### config.mk
export PLATFORM = sky130hd
export DESIGN_NAME = csr_unit
export DESIGN_NICKNAME = d
export VERILOG_FILES = /design/src/rtl/csr_unit.sv
export SDC_FILE = /design/constraint.sdc
export NUM_CORES = 1
export LEC_CHECK = 0
export ABC_AREA = 0
export BUFFER_PORTS_ARGS = -buffer_cell sky130_fd_sc_hd__buf_4
export CAP_MARGIN = 20
export CELL_PAD_IN_SITES_DETAIL_PLACEMENT = 1
export CELL_PAD_IN_SITES_GLOBAL_PLACEMENT = 1
export CORE_AREA = 8 8 220 222
export CTS_CLUSTER_DIAMETER = 60
export DETAILED_ROUTE_END_ITERATION = 16
export DIE_AREA = 0 0 228 230
export PLACE_DENSITY_LB_ADDON = 0.05
export SETUP_SLACK_MARGIN = 0.2
export SLEW_MARGIN = 15
export SYNTH_ARGS = -nofsm -noshare
export SYNTH_HDL_FRONTEND = slang
export SYNTH_SLANG_ARGS = --single-unit
### constraint.sdc
create_clock -name clk -period 5.6 [get_ports clk]
set_clock_uncertainty 0.2 [all_clocks]
set_input_delay 0.56 -clock clk [delete_from_list [all_inputs] [get_ports clk]]
set_output_delay 0.56 -clock clk [all_outputs]
set_load 0.005 [all_outputs]
### src/rtl/csr_unit.sv
// Machine-mode CSR file: csrrw/csrrs/csrrc access, trap entry and mret
// sequencing, interrupt gating, vectored mtvec and 64-bit counters.
module csr_unit #(
  parameter int DATA_LEN    = 32,
  parameter bit VECTORED_EN = 1'b1,
  parameter bit COUNTER_EN  = 1'b1
) (
  input  logic                clk,
  input  logic                rst,
  input  logic [1:0]          csr_op,
  input  logic [11:0]         addr,
  input  logic [DATA_LEN-1:0] wdata,
  output logic [DATA_LEN-1:0] rdata,
  output logic                illegal,
  input  logic                trap_valid,
  input  logic [DATA_LEN-1:0] trap_cause,
  input  logic [DATA_LEN-1:0] trap_pc,
  input  logic                mret,
  input  logic                instret_inc,
  input  logic                irq_timer,
  input  logic                irq_ext,
  output logic                irq_req,
  output logic [DATA_LEN-1:0] irq_cause,
  output logic                redirect_valid,
  output logic [DATA_LEN-1:0] redirect_pc
);

  localparam logic [63:0] MSTATUS_RST64 = (DATA_LEN == 64) ? 64'h0000_0000_A000_1800
                                                           : 64'h0000_0000_0000_1800;
  localparam logic [DATA_LEN-1:0] MSTATUS_BASE = MSTATUS_RST64[DATA_LEN-1:0];
  localparam logic [DATA_LEN-1:0] ZERO         = {DATA_LEN{1'b0}};
  localparam logic [DATA_LEN-1:0] LOW2_MASK    = {{(DATA_LEN-2){1'b1}}, 2'b00};
  localparam logic [DATA_LEN-1:0] MTVEC_MASK   = {{(DATA_LEN-2){1'b1}}, 1'b0, VECTORED_EN};

  // Architectural state; mstatus keeps only its two writable bits.
  logic                mie_bit_r, mpie_r, mtie_r, meie_r;
  logic [DATA_LEN-1:0] mtvec_r, mscratch_r, mepc_r, mcause_r;
  logic [63:0]         mcycle_r, minstret_r;

  logic [DATA_LEN-1:0] mstatus_s, mie_s, mip_s, old_s, new_s;
  logic                mapped_s, ro_s, write_req_s, illegal_s, do_write_s;
  logic                ext_pend_s, tmr_pend_s;
  logic [63:0]         mcycle_nx_s, minstret_nx_s;

  // Next counter value: a CSR write beats the increment; a high-half write
  // lets the low half keep counting but never carries into the new high half.
  function automatic logic [63:0] counter_next(input logic [63:0]         cur,
                                               input logic                inc,
                                               input logic                wr_lo,
                                               input logic                wr_hi,
                                               input logic [DATA_LEN-1:0] val);
    logic [63:0] nxt;
    if (wr_lo) begin
      if (DATA_LEN == 64) nxt = 64'(val);
      else                nxt = {cur[63:32], val[31:0]};
    end else if (wr_hi) begin
      nxt = {val[31:0], cur[31:0] + {31'd0, inc}};
    end else begin
      nxt = cur + {63'd0, inc};
    end
    return nxt;
  endfunction

  // Assemble the read views of the composite registers.
  always_comb begin
    mstatus_s     = MSTATUS_BASE;
    mstatus_s[3]  = mie_bit_r;
    mstatus_s[7]  = mpie_r;
    mie_s         = ZERO;
    mie_s[7]      = mtie_r;
    mie_s[11]     = meie_r;
    mip_s         = ZERO;
    mip_s[7]      = irq_timer;
    mip_s[11]     = irq_ext;
  end

  // Address decode: legality, read-only flag and the current (old) value.
  always_comb begin
    mapped_s = 1'b0;
    ro_s     = 1'b0;
    old_s    = ZERO;
    case (addr)
      12'h300: begin mapped_s = 1'b1; old_s = mstatus_s;  end
      12'h304: begin mapped_s = 1'b1; old_s = mie_s;      end
      12'h305: begin mapped_s = 1'b1; old_s = mtvec_r;    end
      12'h340: begin mapped_s = 1'b1; old_s = mscratch_r; end
      12'h341: begin mapped_s = 1'b1; old_s = mepc_r;     end
      12'h342: begin mapped_s = 1'b1; old_s = mcause_r;   end
      12'h344: begin mapped_s = 1'b1; ro_s = 1'b1; old_s = mip_s; end
      12'hF14: begin mapped_s = 1'b1; ro_s = 1'b1; old_s = ZERO;  end
      12'hB00: begin mapped_s = COUNTER_EN; old_s = mcycle_r[DATA_LEN-1:0];   end
      12'hB02: begin mapped_s = COUNTER_EN; old_s = minstret_r[DATA_LEN-1:0]; end
      12'hB80: begin
        mapped_s = COUNTER_EN && (DATA_LEN == 32);
        old_s    = DATA_LEN'(mcycle_r[63:32]);
      end
      12'hB82: begin
        mapped_s = COUNTER_EN && (DATA_LEN == 32);
        old_s    = DATA_LEN'(minstret_r[63:32]);
      end
      default: begin mapped_s = 1'b0; ro_s = 1'b0; old_s = ZERO; end
    endcase
  end

  // Access control, read-modify-write value and read data.
  always_comb begin
    write_req_s = (csr_op == 2'b01) || (wdata != ZERO);
    illegal_s   = (csr_op != 2'b00) && (!mapped_s || (ro_s && write_req_s));
    do_write_s  = (csr_op != 2'b00) && !illegal_s && write_req_s && !trap_valid && !mret;
    case (csr_op)
      2'b01:   new_s = wdata;
      2'b10:   new_s = old_s | wdata;
      2'b11:   new_s = old_s & ~wdata;
      default: new_s = old_s;
    endcase
    if ((csr_op != 2'b00) && !illegal_s) rdata = old_s;
    else                                 rdata = ZERO;
    illegal = illegal_s;
  end

  // Interrupt gating; external interrupt outranks the timer.
  always_comb begin
    ext_pend_s = meie_r & irq_ext;
    tmr_pend_s = mtie_r & irq_timer;
    irq_req    = mie_bit_r & (ext_pend_s | tmr_pend_s);
    if (ext_pend_s) irq_cause = {1'b1, {(DATA_LEN-5){1'b0}}, 4'hB};
    else            irq_cause = {1'b1, {(DATA_LEN-5){1'b0}}, 4'h7};
  end

  // Fetch redirect: trap vector (vectored for interrupts) or mepc on mret.
  always_comb begin
    redirect_valid = trap_valid | mret;
    if (trap_valid) begin
      if (mtvec_r[0] && trap_cause[DATA_LEN-1])
        redirect_pc = (mtvec_r & LOW2_MASK) + (trap_cause << 2'd2);
      else
        redirect_pc = mtvec_r & LOW2_MASK;
    end else if (mret) begin
      redirect_pc = mepc_r;
    end else begin
      redirect_pc = ZERO;
    end
  end

  // Counter next-state values.
  always_comb begin
    mcycle_nx_s   = counter_next(mcycle_r, 1'b1,
                                 do_write_s && (addr == 12'hB00),
                                 do_write_s && (addr == 12'hB80), new_s);
    minstret_nx_s = counter_next(minstret_r, instret_inc,
                                 do_write_s && (addr == 12'hB02),
                                 do_write_s && (addr == 12'hB82), new_s);
  end

  // State update: reset > trap entry > mret > CSR write.
  always_ff @(posedge clk) begin
    if (rst) begin
      mie_bit_r  <= 1'b0;
      mpie_r     <= 1'b0;
      mtie_r     <= 1'b0;
      meie_r     <= 1'b0;
      mtvec_r    <= ZERO;
      mscratch_r <= ZERO;
      mepc_r     <= ZERO;
      mcause_r   <= ZERO;
      mcycle_r   <= 64'd0;
      minstret_r <= 64'd0;
    end else begin
      mcycle_r   <= mcycle_nx_s;
      minstret_r <= minstret_nx_s;
      if (trap_valid) begin
        mepc_r    <= trap_pc & LOW2_MASK;
        mcause_r  <= trap_cause;
        mpie_r    <= mie_bit_r;
        mie_bit_r <= 1'b0;
      end else if (mret) begin
        mie_bit_r <= mpie_r;
        mpie_r    <= 1'b1;
      end else if (do_write_s) begin
        case (addr)
          12'h300: begin mie_bit_r <= new_s[3]; mpie_r <= new_s[7];  end
          12'h304: begin mtie_r    <= new_s[7]; meie_r <= new_s[11]; end
          12'h305: mtvec_r    <= new_s & MTVEC_MASK;
          12'h340: mscratch_r <= new_s;
          12'h341: mepc_r     <= new_s & LOW2_MASK;
          12'h342: mcause_r   <= new_s;
          default: mcause_r   <= mcause_r;
        endcase
      end else begin
        mcause_r <= mcause_r;
      end
    end
  end

endmodule

==> Implementation_results.wiki, run 1 <==
{| class="wikitable"
! Metric !! Value
|-
| Final standard cell count with taps included and fillers excluded || 3151
|-
| Critical path class || flop to output port
|-
| Leakage || 7.35 nW
|-
| Share of async-settable or async-resettable flops after synthesis || 0
|-
| Setup repair after global routing missed its margin || false
|-
| Maximum number of pins on one net before global-route repair || 175
|-
| Clock insertion delay at the later pin of the skew report || 0.56 ns
|-
| Placed Cells || 3081
|-
| Core Region || around 45000 um^2
|-
| Area growth from synthesis to layout || 17.7%
|-
| Worst endpoint data arrival time || 4.06 ns
|-
| Detailed Route Iter0 Violations || 2143
|-
| Fillers || 5614
|-
| First element of the critical path || mtvec_r[2]
|-
| Average detailed-routed wire length per instance || ~29 um
|-
| Nature of the critical path endpoint || output port
|-
| Crit path required time || just under 5 ns
|-
| Power Density || 235 nW/um^2
|-
| Number of sinks driven by the clock tree || around 260
|-
| Number of top-level design ports || between 200 and 250
|-
| Starting utilization of the core area || 0.394
|-
| Total number of nets in the final design || around 2700
|-
| Overall routed net length || 91.6 mm
|-
| Global-route wire length before repair || 135 mm
|-
| CTS clk-pin slew, worst paths || 0.06 ns
|-
| Total of flip-flops plus latches after synthesis || 257
|-
| Antenna viol nets, final || 0
|-
| Number of synthesized flops with an enable pin || 0
|-
| First drt pass iteration count || 6
|-
| Post-CTS Setup Inserts || 0
|-
| Register area share after synthesis || 0.291
|-
| Library cells used by synthesis || 85
|-
| Grt total ovfl || 0
|-
| End of the worst register-to-register path || mcycle_r[58]
|-
| TritonCTS buffer count || 38
|-
| Total via count in the routed design || 20500
|-
| Number of H-tree levels || 2
|-
| Worst path slowest cell || sky130_fd_sc_hd__fa_1
|-
| Row Count || 78
|-
| Status || finished, final reports clean
|-
| Routability-driven placement congestion ratio || 0.964
|-
| Yosys warns || 0
|-
| Average footprint of a synthesized cell || 7.29 um^2
|-
| Hold violation count in the final report || 0
|-
| Deepest clock path buffer count || 3
|-
| # resized after CTS || 0
|-
| Tot Pwr || 4.89 mW
|-
| Final setup violating endpoints || 0
|-
| CTS tree || built
|-
| Worst-path cell chain || ha_1, inv_1, fa_1, nor2b_1, o31a_1, nor4_1, o41ai_1, buf_4, a41oi_1, o311ai_0, o21ai_0, xor2_1, o21ai_0, buf_4
|-
| Crit path largest cell delay || 0.42 ns
|-
| Vias per cell || 6.52
|-
| Die Span X || 228 um
|-
| Overall die height || between 200 and 250 um
|-
| Gate Count Post-Synth || 2429
|-
| Flip-flop cell with the highest count after synthesis || sky130_fd_sc_hd__dfxtp_1
|-
| Min cycle time layout || a little under 5 ns
|-
| Vias in the first global route || just over 20000
|-
| DRC || 0
|-
| HPWL after detailed placement || between 60 and 70 mm
|-
| Transition at the pin with the smallest max-transition slack || between 1 and 1.5 ns
|-
| Total Die Area || 52400 um^2
|-
| Post-route design area || 20800 um^2
|-
| Share of layout cells above drive strength 1 || 0.139
|-
| Number of antenna violations at the first check in global routing || 4
|-
| Number of I/O port buffers || between 150 and 200
|-
| Clock root buffer || sky130_fd_sc_hd__clkbuf_16
|-
| Maxcap violations || 0
|-
| Launching point of the worst reg2reg path || mcycle_r[0]
|-
| Headroom to the max-slew limit || 0.194
|-
| Final Slew Violations || 0
|-
| Part of the cycle the worst path needs || 0.861
|-
| Crit-path max FO || 4
|-
| Post-route core utilization || 0.464
|-
| Overall Global Routing Usage || 0.332
|-
| Fin Setup TNS || 0 ns
|-
| Flop2flop setup slack || 1.80 ns
|-
| Cell area reported after detailed placement || approximately 20000 um^2
|-
| Worst hold path class || input pin to flop
|-
| Count of cells along the worst register-to-register path || 9
|-
| Nature of the critical path startpoint || flop
|-
| Highest Clock Rate || 207 MHz
|-
| Count of hold buffers inserted by post-cts repair || 0
|-
| Synthesized cell area || approximately 18000 um^2
|-
| Critical Path Sink || redirect_pc[30]
|-
| Worst ir drop on vdd || 0.195 mV
|}
[state kept, by name, indices dropped and copies added (netlist names)]
signal / flops
mcause_r: 32
mcycle_r: 64
meie_r: 1
mepc_r: 30
mie_bit_r: 1
minstret_r: 64
mpie_r: 1
mscratch_r: 32
mtie_r: 1
mtvec_r: 31
[per-layer routing]
layer / track usage / vias up / share of wire
li1: - / 9164 / -
met1: 0.436 / 10200 / 0.43
met2: 0.529 / 919 / 0.45
met3: 0.0564 / 227 / 0.077
met4: 0.149 / 4 / 0.047
met5: 0 / - / 0.00027
[metrics by stage]
| stage | hold slack (ns) | worst slack, ns |
|---|---|---|
| after floorplan | 0.231 | 1.71 |
| after global placement | 0.237 | 1.05 |
| after detailed placement | 0.250 | 1.04 |
| after CTS | 0.0242 | 0.759 |
| after global routing | 0.0621 | 0.480 |
| final | 0.0369 | 0.777 |
[worst max-delay path: cells and delay by family, from the launching register on]
kind / cells / cell delay (ns)
compound gates: 6 / 1.58
xor+xnor: 1 / 0.17
fa+ha+maj: 2 / 0.62
buf+inv: 3 / 0.45
flops: 1 / 0.38
simple gates: 2 / 0.29
[cell usage after synthesis (11+ instances only)]
library cell               count  area share
sky130_fd_sc_hd__xnor2_1      57       0.028
sky130_fd_sc_hd__nand3_1      74       0.021
sky130_fd_sc_hd__and3_1       52       0.018
sky130_fd_sc_hd__a222oi_1     27       0.015
sky130_fd_sc_hd__buf_2        30      0.0085
sky130_fd_sc_hd__mux2i_1      15      0.0085
sky130_fd_sc_hd__nor3_1       55       0.016
sky130_fd_sc_hd__nand2_1     288       0.061
sky130_fd_sc_hd__clkbuf_1    140       0.030
sky130_fd_sc_hd__a22oi_1      49       0.021
sky130_fd_sc_hd__inv_1        32      0.0068
sky130_fd_sc_hd__nand4_1      44       0.016
sky130_fd_sc_hd__dfxtp_1     257        0.29
sky130_fd_sc_hd__or3_1        15      0.0053
sky130_fd_sc_hd__ha_1         32       0.023
sky130_fd_sc_hd__a211o_1      34       0.017
sky130_fd_sc_hd__nor2_1      342       0.073
sky130_fd_sc_hd__and4_1       12      0.0059
sky130_fd_sc_hd__a211oi_1    160       0.068
sky130_fd_sc_hd__buf_4        34       0.014
sky130_fd_sc_hd__buf_1        17      0.0036
sky130_fd_sc_hd__mux2_2       11      0.0070
sky130_fd_sc_hd__a21oi_1     181       0.051
sky130_fd_sc_hd__o21a_1       14      0.0059
sky130_fd_sc_hd__nor2b_1      21      0.0074
sky130_fd_sc_hd__xor2_1       28       0.014
sky130_fd_sc_hd__a21o_1       16      0.0068
sky130_fd_sc_hd__a221oi_1     27       0.013
sky130_fd_sc_hd__nor4_1       32       0.011
sky130_fd_sc_hd__a31oi_1      30       0.011
sky130_fd_sc_hd__a22o_1       14      0.0069
sky130_fd_sc_hd__o21ai_0     117       0.033
[cells by family (layout without fill, tap and decap cells)]
family	Yosys count	count (layout)	synth area share
compound gates	767	767	0.298
xor+xnor	85	85	0.0421
fa+ha+maj	33	33	0.0238
buf+inv	254	345	0.0636
flops	257	257	0.291
mux	26	26	0.0155
other cells	2	33	0.000424
simple gates	1005	1005	0.266
[final cells by class]
class,count,area [um^2],area share
Antenna cell,1,2.50,0.000120
Clock buffer,51,1100,0.0529
Clock inverter,17,193,0.00925
Inverter,32,120,0.00577
Multi-Input combinational cell,1948,11600,0.558
Sequential cell,257,5140,0.247
Tap cell,600,751,0.0360
Timing Repair Buffer,245,1880,0.0905
[worst min path at each step]
stage | slack (ns) | end | start | cells after the start
2_1_floorplan | 0.23 | mscratch_r[7] | mscratch_r[7] | 2
3_3_place_gp | 0.24 | mscratch_r[1] | mscratch_r[1] | 2
3_5_place_dp | 0.25 | mscratch_r[2] | mscratch_r[2] | 2
4_1_cts | 0.02 | mepc_r[29] | trap_pc[29] | 3
5_1_grt | 0.06 | mepc_r[12] | trap_pc[12] | 3
6_report | 0.04 | mepc_r[4] | trap_pc[4] | 3
[layout by cell type, fill, tap and decap left out, drive strengths merged, types with 56 or more instances in the layout]
master and count:
dfxtp 257, nor2 342, nand2 290, xnor2 57
a211oi 160, a21oi 181, o21ai 118, nor3 56
nand3 74, buf 244
[report_power, final]
| group | internal (mW) | switching [mW] |
|---|---|---|
| clock | 1.53 | 0.975 |
| sequential | 1.86 | 0.0297 |
| combinational | 0.161 | 0.339 |
| total | 3.55 | 1.34 |
No activity file was read; power rests on OpenSTA's default activity.
==> inputs of run 2 (changes only) <==
--- a/config.mk
+++ b/config.mk
@@ -10,12 +10,11 @@
 export CAP_MARGIN = 20
 export CELL_PAD_IN_SITES_DETAIL_PLACEMENT = 1
 export CELL_PAD_IN_SITES_GLOBAL_PLACEMENT = 1
-export CORE_AREA = 8 8 220 222
+export CORE_AREA = 8 8 204 206
 export CTS_CLUSTER_DIAMETER = 60
 export DETAILED_ROUTE_END_ITERATION = 16
-export DIE_AREA = 0 0 228 230
+export DIE_AREA = 0 0 212 214
 export PLACE_DENSITY_LB_ADDON = 0.05
-export SETUP_SLACK_MARGIN = 0.2
 export SLEW_MARGIN = 15
 export SYNTH_ARGS = -nofsm -noshare
 export SYNTH_HDL_FRONTEND = slang
==> run 2 against run 1 <==
  * Hold slack lost 0.0054 ns
  * Sequential share of layout area grew 0.24 points
  * Routed wire length shrank 3.7%
  * Maximum frequency shrank 0.81%
  * Power shrank 3.1%
  * Non-clock buffer count shrank 1
  * Count of clock-buffer cells in the layout shrank 4
  * Die area shrank 13%
  * Clock power shrank 6%
  * Utilization grew 7.5 points
==> Implementation_results.wiki, run 2 (synthesized netlist as in run 1, its figures left out) <==
{| class="wikitable"
! Metric !! Value
|-
| First drt pass iteration count || 6 (unchanged)
|-
| Fin Setup TNS || 0 ns (unchanged)
|-
| Nature of the critical path endpoint || output port (unchanged)
|-
| Clock insertion delay at the later pin of the skew report || 0.57 ns (was 0.56 ns)
|-
| Post-CTS Setup Inserts || 0 (unchanged)
|-
| Min-Delay Path Depth || 3 (unchanged)
|-
| Vias per cell || 6.86 (was 6.52)
|-
| Deepest clock path buffer count || 3 (unchanged)
|-
| Vias in the first global route || 20600 (about the same)
|-
| Hold Slack || 0.0315 ns (was 0.0369 ns)
|-
| Total via count in the routed design || 21000 (was 20500)
|-
| Worst ir drop on vdd || 0.199 mV (was 0.195 mV)
|-
| Overall die height || 214 um (was 230 um)
|-
| Number of H-tree levels || 2 (unchanged)
|-
| Number of I/O port buffers || 181 (unchanged)
|-
| Antenna viol nets, final || 0 (unchanged)
|-
| Count of hold buffers inserted by post-cts repair || 0 (unchanged)
|-
| Count of cells along the worst register-to-register path || 9 (unchanged)
|-
| Transition at the pin with the smallest max-transition slack || 1.19 ns (was 1.21 ns)
|-
| Final Slew Violations || 0 (unchanged)
|-
| Flop2flop setup slack || 1.64 ns (was 1.80 ns)
|-
| Final setup violating endpoints || 0 (unchanged)
|-
| Clock root buffer || sky130_fd_sc_hd__clkbuf_16 (unchanged)
|-
| HPWL after detailed placement || 64.8 mm (was 68.7 mm)
|-
| Global-route wire length before repair || 131 mm (was 135 mm)
|-
| Grt total ovfl || 0 (unchanged)
|-
| Overall routed net length || 88.2 mm (was 91.6 mm)
|-
| First element of the critical path || mtvec_r[2] (unchanged)
|-
| Crit-path max FO || 4 (unchanged)
|-
| Highest Clock Rate || 206 MHz (was 207 MHz)
|-
| Maxcap violations || 0 (unchanged)
|-
| Status || finished, final reports clean (unchanged)
|-
| DRC || 0 (unchanged)
|-
| # resized after CTS || 0 (unchanged)
|-
| Total number of nets in the final design || 2668 (was 2672)
|-
| Hold violation count in the final report || 0 (unchanged)
|-
| Leakage || 7.29 nW (was 7.35 nW)
|-
| Worst hold endpoint || mepc_r[10] (was mepc_r[4])
|-
| Number of top-level design ports || 216 (unchanged)
|-
| Starting utilization of the core area || 0.462 (was 0.394)
|-
| TritonCTS buffer count || 35 (was 38)
|-
| Part of the cycle the worst path needs || 0.868 (was 0.861)
|-
| Core Region || 38300 um^2 (was 44900 um^2)
|-
| Worst hold path class || input pin to flop (unchanged)
|-
| Average detailed-routed wire length per instance || 28.8 um (was 29.1 um)
|-
| Maximum number of pins on one net before global-route repair || 164 (was 175)
|-
| Min cycle time layout || 4.86 ns (was 4.82 ns)
|-
| Setup repair after global routing missed its margin || false (unchanged)
|-
| Number of antenna violations at the first check in global routing || 5 (was 4)
|-
| Die Span X || 212 um (was 228 um)
|-
| Power Density || 230 nW/um^2 (was 235 nW/um^2)
|-
| Largest registers ranked by flip-flop count || mcycle_r (64), minstret_r (64) (unchanged)
|-
| Overall Global Routing Usage || 0.375 (was 0.332)
|-
| Nature of the critical path startpoint || flop (unchanged)
|-
| Most frequent standard cell in the layout excluding fill and tap cells || sky130_fd_sc_hd__nor2_1 (unchanged)
|-
| CTS tree || built (unchanged)
|-
| Row Count || 72 (was 78)
|-
| Total Die Area || 45400 um^2 (was 52400 um^2)
|-
| Critical path class || flop to output port (unchanged)
|-
| Most used cells in the layout excluding fill and tap cells || 341 x sky130_fd_sc_hd__nor2_1, 288 x sky130_fd_sc_hd__nand2_1, 257 x sky130_fd_sc_hd__dfxtp_1, 237 x sky130_fd_sc_hd__buf_4, 181 x sky130_fd_sc_hd__a21oi_1 (was 341 x sky130_fd_sc_hd__nor2_1, 288 x sky130_fd_sc_hd__nand2_1, 257 x sky130_fd_sc_hd__dfxtp_1, 239 x sky130_fd_sc_hd__buf_4, 181 x sky130_fd_sc_hd__a21oi_1)
|-
| Worst endpoint data arrival time || 4.10 ns (was 4.06 ns)
|-
| Detailed Route Iter0 Violations || 2453 (was 2143)
|-
| Routability-driven placement congestion ratio || 0.981 (was 0.964)
|-
| Area growth from synthesis to layout || 16.5% (was 17.7%)
|-
| Launching point of the worst reg2reg path || mcycle_r[11] (was mcycle_r[0])
|-
| End of the worst register-to-register path || mcycle_r[63] (was mcycle_r[58])
|-
| CTS clk-pin slew, worst paths || 0.06 ns (about the same)
|-
| Worst min-delay path startpoint || trap_pc[10] (was trap_pc[4])
|-
| Crit path required time || 4.84 ns (about the same)
|-
| Number of sinks driven by the clock tree || 257 (unchanged)
|-
| Share of layout cells above drive strength 1 || 0.135 (was 0.139)
|-
| Headroom to the max-slew limit || 0.206 (was 0.194)
|}
run 2: cell types whose count changed in the layout (fill, tap and decap cells not counted), sizes merged:
cell and delta:
inv +1, clkbuf -4, clkinv -2, clkinvlp -1, bufinv +1, buf -1
run 2: cell type report:
cell class / instances / area [um^2]
fill: 4845 / 17700
multi-input combinational: 1948 / 11600
sequential: 257 / 5140
timing repair buffer: 244 / 1900
clock buffer: 47 / 971
tap: 518 / 648
clock inverter: 16 / 206
inverter: 32 / 120
antenna: 1 / 2.50
run 2: through the flow:
| stage | cells | cell area [um^2] | setup slack [ns] | power (mW) | util |
|---|---|---|---|---|---|
| CTS | 3062 | 20600 | 0.754 | 4.72 | 0.539 |
| global route | 3062 | 20600 | 0.494 | 4.84 | 0.539 |
| global placement | 2999 | 19400 | 1.19 | 2.39 | 0.508 |
| finish | 3063 | 20600 | 0.737 | 4.74 | 0.539 |
| floorplan | 2459 | 17800 | 1.71 | 2.17 | - |
| detailed placement | 2999 | 19400 | 1.14 | 2.40 | 0.508 |
run 2: report_power, final:
| part | total [mW] | switching (mW) | internal (mW) |
|---|---|---|---|
| registers | 1.89 | 0.0322 | 1.86 |
| logic | 0.498 | 0.336 | 0.161 |
| clock network | 2.35 | 0.940 | 1.41 |
run 2: worst max path at each step:
stage | end | slack, ns | depth (start not counted)
2_1_floorplan | redirect_pc[30] | 1.71 | 12
3_3_place_gp | redirect_pc[22] | 1.19 | 15
3_5_place_dp | redirect_pc[22] | 1.14 | 15
4_1_cts | redirect_pc[30] | 0.75 | 14
5_1_grt | redirect_pc[30] | 0.49 | 14
6_report | redirect_pc[30] | 0.74 | 14
run 2: per-layer routing:
| metal | global-route usage | part of all wire | up-vias | wire [um] |
|---|---|---|---|---|
| li1 | - | - | 9138 | - |
| met1 | 0.492 | 0.40 | 10400 | 35300 |
| met2 | 0.572 | 0.44 | 1234 | 38900 |
| met3 | 0.0767 | 0.10 | 257 | 9140 |
| met4 | 0.192 | 0.056 | 2 | 4930 |
| met5 | 0 | 0.00011 | - | 10 |
run 2: worst max-delay path: stages (launching register included):
cell	delay, ns
sky130_fd_sc_hd__dfxtp_1	0.44
sky130_fd_sc_hd__ha_1	0.22
sky130_fd_sc_hd__inv_1	0.06
sky130_fd_sc_hd__fa_1	0.41
sky130_fd_sc_hd__nor2b_1	0.18
sky130_fd_sc_hd__o31a_1	0.19
sky130_fd_sc_hd__nor4_1	0.09
sky130_fd_sc_hd__o41ai_1	0.38
sky130_fd_sc_hd__buf_4	0.21
sky130_fd_sc_hd__a41oi_1	0.21
sky130_fd_sc_hd__o311ai_0	0.43
sky130_fd_sc_hd__o21ai_0	0.18
sky130_fd_sc_hd__xor2_1	0.16
sky130_fd_sc_hd__o21ai_0	0.21
sky130_fd_sc_hd__buf_4	0.15
==> inputs of run 3 (changes only) <==
--- a/config.mk
+++ b/config.mk
@@ -10,10 +10,10 @@
 export CAP_MARGIN = 20
 export CELL_PAD_IN_SITES_DETAIL_PLACEMENT = 1
 export CELL_PAD_IN_SITES_GLOBAL_PLACEMENT = 1
-export CORE_AREA = 8 8 204 206
+export CORE_AREA = 2 2 198 200
 export CTS_CLUSTER_DIAMETER = 60
 export DETAILED_ROUTE_END_ITERATION = 16
-export DIE_AREA = 0 0 212 214
+export DIE_AREA = 0 0 200 202
 export PLACE_DENSITY_LB_ADDON = 0.05
 export SLEW_MARGIN = 15
 export SYNTH_ARGS = -nofsm -noshare
==> run 3 against run 2 <==
  * Worst setup slack improved by 0.054 ns
  * Critical path depth unchanged
  * Die area shrank 11%
  * Register-to-register slack got worse by 0.24 ns
  * Hold slack improved by 0.013 ns
  * Power rose by 1.4%
  * First-iteration DRC count is 8.1% lower
  * Final area shrank 0.15%
  * Global-route usage increased by 5.4 points
  * Sequential share of layout area about the same
  * Final cell count decreased by 0.16%
==> Implementation_results.wiki, run 3 (synthesized netlist as in run 1, its figures left out) <==
{| class="wikitable"
! Metric !! Value
|-
| Maxcap violations || 0 (unchanged)
|-
| Headroom to the max-slew limit || 0.166 (was 0.206)
|-
| Switch Pwr || 1.30 mW (was 1.31 mW)
|-
| Most used cells in the layout excluding fill and tap cells || 341 x sky130_fd_sc_hd__nor2_1, 288 x sky130_fd_sc_hd__nand2_1, 257 x sky130_fd_sc_hd__dfxtp_1, 236 x sky130_fd_sc_hd__buf_4, 181 x sky130_fd_sc_hd__a21oi_1 (was 341 x sky130_fd_sc_hd__nor2_1, 288 x sky130_fd_sc_hd__nand2_1, 257 x sky130_fd_sc_hd__dfxtp_1, 237 x sky130_fd_sc_hd__buf_4, 181 x sky130_fd_sc_hd__a21oi_1)
|-
| Post-CTS Setup Inserts || 0 (unchanged)
|-
| Number of sinks driven by the clock tree || 257 (unchanged)
|-
| Met1 Resource Use GR || 0.554 (was 0.492)
|-
| Placed Cells || 2995 (was 2999)
|-
| Worst hold path class || input pin to flop (unchanged)
|-
| Number of top-level design ports || 216 (unchanged)
|-
| Fraction of power spent switching nets || 0.270 (was 0.276)
|-
| Area growth from synthesis to layout || 16.4% (was 16.5%)
|-
| GR met3 Demand/Resource || 0.106 (was 0.0767)
|-
| Number of antenna violations at the first check in global routing || 4 (was 5)
|-
| Global-route wire length before repair || 130 mm (was 131 mm)
|-
| Number of I/O port buffers || 181 (unchanged)
|-
| Die Span X || 200 um (was 212 um)
|-
| Total via count in the routed design || 21200 (was 21000)
|-
| Flop2flop setup slack || 1.40 ns (was 1.64 ns)
|-
| Hold Slack || 0.0444 ns (was 0.0315 ns)
|-
| HPWL after detailed placement || 63.6 mm (was 64.8 mm)
|-
| Power Density || 234 nW/um^2 (was 230 nW/um^2)
|-
| Hold violation count in the final report || 0 (unchanged)
|-
| CTS clk-pin slew, worst paths || 0.06 ns (about the same)
|-
| Final setup violating endpoints || 0 (unchanged)
|-
| # resized after CTS || 0 (unchanged)
|-
| Int Power || 3.51 mW (was 3.43 mW)
|-
| Starting utilization of the core area || 0.462 (unchanged)
|-
| Overall die height || 202 um (was 214 um)
|-
| Antenna viol nets, final || 0 (unchanged)
|-
| Worst path slowest cell || sky130_fd_sc_hd__o311ai_0 (was sky130_fd_sc_hd__dfxtp_1)
|-
| Fillers || 4851 (was 4845)
|-
| Total Die Area || 40400 um^2 (was 45400 um^2)
|-
| Final standard cell count with taps included and fillers excluded || 3058 (was 3063)
|-
| Min cycle time layout || 4.81 ns (was 4.86 ns)
|-
| Worst endpoint data arrival time || 4.05 ns (was 4.10 ns)
|-
| Status || finished, final reports clean (unchanged)
|-
| Share of power burned in combinational logic || 0.103 (was 0.105)
|-
| Total number of nets in the final design || 2664 (was 2668)
|-
| Highest Clock Rate || 208 MHz (was 206 MHz)
|-
| Crit-path max FO || 4 (unchanged)
|-
| Setup repair after global routing missed its margin || false (unchanged)
|-
| Crit path required time || 4.84 ns (about the same)
|-
| Top Usage Layer GRT || met2 (unchanged)
|-
| DRC || 0 (unchanged)
|-
| Critical path class || flop to output port (unchanged)
|-
| Detailed Route Iter0 Violations || 2255 (was 2453)
|-
| Routability-driven placement congestion ratio || 0.997 (was 0.981)
|-
| TritonCTS buffer count || 35 (unchanged)
|-
| Final Slew Violations || 0 (unchanged)
|-
| Largest registers ranked by flip-flop count || mcycle_r (64), minstret_r (64) (unchanged)
|-
| Crit path largest cell delay || 0.41 ns (was 0.44 ns)
|-
| Transition at the pin with the smallest max-transition slack || 1.23 ns (was 1.19 ns)
|-
| Sum of buffers and inverters on the critical path || 3 (unchanged)
|-
| First drt pass iteration count || 6 (unchanged)
|-
| Leakage || 7.27 nW (was 7.29 nW)
|-
| Worst ir drop on vdd || 0.184 mV (was 0.199 mV)
|-
| Part of the cycle the worst path needs || 0.859 (was 0.868)
|-
| Overall Global Routing Usage || 0.428 (was 0.375)
|-
| Maximum number of pins on one net before global-route repair || 107 (was 164)
|-
| Family with the most delay on the worst path || compound AO/OA/AOI/OAI gates (unchanged)
|-
| Vias per cell || 6.93 (was 6.86)
|-
| Diodes inserted || 0 (was 1)
|-
| Count of hold buffers inserted by post-cts repair || 0 (unchanged)
|-
| Overall routed net length || 88.1 mm (was 88.2 mm)
|-
| Deepest clock path buffer count || 3 (unchanged)
|-
| Clock root buffer || sky130_fd_sc_hd__clkbuf_16 (unchanged)
|-
| Global routing usage on met2 || 0.653 (was 0.572)
|-
| CTS tree || built (unchanged)
|-
| Number of H-tree levels || 2 (unchanged)
|-
| Part of the total power dissipated in sequential elements || 0.393 (was 0.399)
|-
| Average detailed-routed wire length per instance || 28.8 um (about the same)
|-
| Nature of the critical path startpoint || flop (unchanged)
|-
| Grt total ovfl || 0 (unchanged)
|-
| Row Count || 72 (unchanged)
|-
| Most frequent standard cell in the layout excluding fill and tap cells || sky130_fd_sc_hd__nor2_1 (unchanged)
|-
| Worst-path cell chain || ha_1, inv_1, fa_1, nor2b_1, o31a_1, nor4_1, o41ai_1, buf_4, a41oi_1, o311ai_0, o21ai_0, xor2_1, o21ai_0, buf_4 (unchanged)
|-
| Vias in the first global route || 20700 (was 20600)
|-
| Nature of the critical path endpoint || output port (unchanged)
|-
| Share of layout cells above drive strength 1 || 0.133 (was 0.135)
|-
| Fin Setup TNS || 0 ns (unchanged)
|-
| Relative contribution of the clock network to total power || 0.504 (was 0.496)
|-
| Clock insertion delay at the later pin of the skew report || 0.55 ns (was 0.57 ns)
|-
| Core Region || 38300 um^2 (unchanged)
|}
[run 3: power groups by stage]
stage	logic (mW)	registers, mW	clock network (mW)
after floorplan	0.255	1.91	0
final	0.494	1.89	2.43
after detailed placement	0.471	1.93	0
after global routing	0.514	1.89	2.50
after CTS	0.473	1.89	2.43
after global placement	0.461	1.93	0
[run 3: cell type report]
class | instances | area, um^2 | share of cell area
tap | 518 | 648 | 0.0315
multi-input combinational | 1948 | 11600 | 0.564
inverter | 32 | 120 | 0.00583
clock buffer | 51 | 1050 | 0.0509
clock inverter | 12 | 180 | 0.00875
sequential | 257 | 5140 | 0.250
timing repair buffer | 240 | 1840 | 0.0892
[run 3: metal layers]
layer / vias up / wire length, um / part of all wire
met3: 310 / 9370 / 0.11
met5: - / 44 / 0.00050
met1: 10500 / 35000 / 0.40
li1: 9146 / - / -
met4: 6 / 5300 / 0.060
met2: 1261 / 38400 / 0.44
[run 3: path summary, 6_finish.rpt]
check / start / end / depth (start not counted)
hold reg to reg: mscratch_r[0] / mscratch_r[0] / 2
hold / removal: trap_pc[4] / mepc_r[4] / 3
setup reg to reg: mcycle_r[11] / mcycle_r[63] / 9
setup / recovery: mtvec_r[2] / redirect_pc[30] / 14
[run 3: metrics by stage]
stage,power (mW),area (um^2),setup WS (ns),utilization
finish,4.81,20600,0.792,0.538
detailed placement,2.40,19400,1.02,0.506
CTS,4.79,20600,0.813,0.538
global placement,2.39,19400,1.11,0.506
global route,4.90,20600,0.477,0.538
floorplan,2.17,17800,1.71,-
[run 3: worst register-to-register path, delay by kind of cell (launching register included)]
| kind | cells | cell delay, ns |
|---|---|---|
| flip-flops | 1 | 0.54 |
| AND/OR/NAND/NOR | 7 | 3.08 |
| AO/OA/AOI/OAI | 2 | 0.30 |
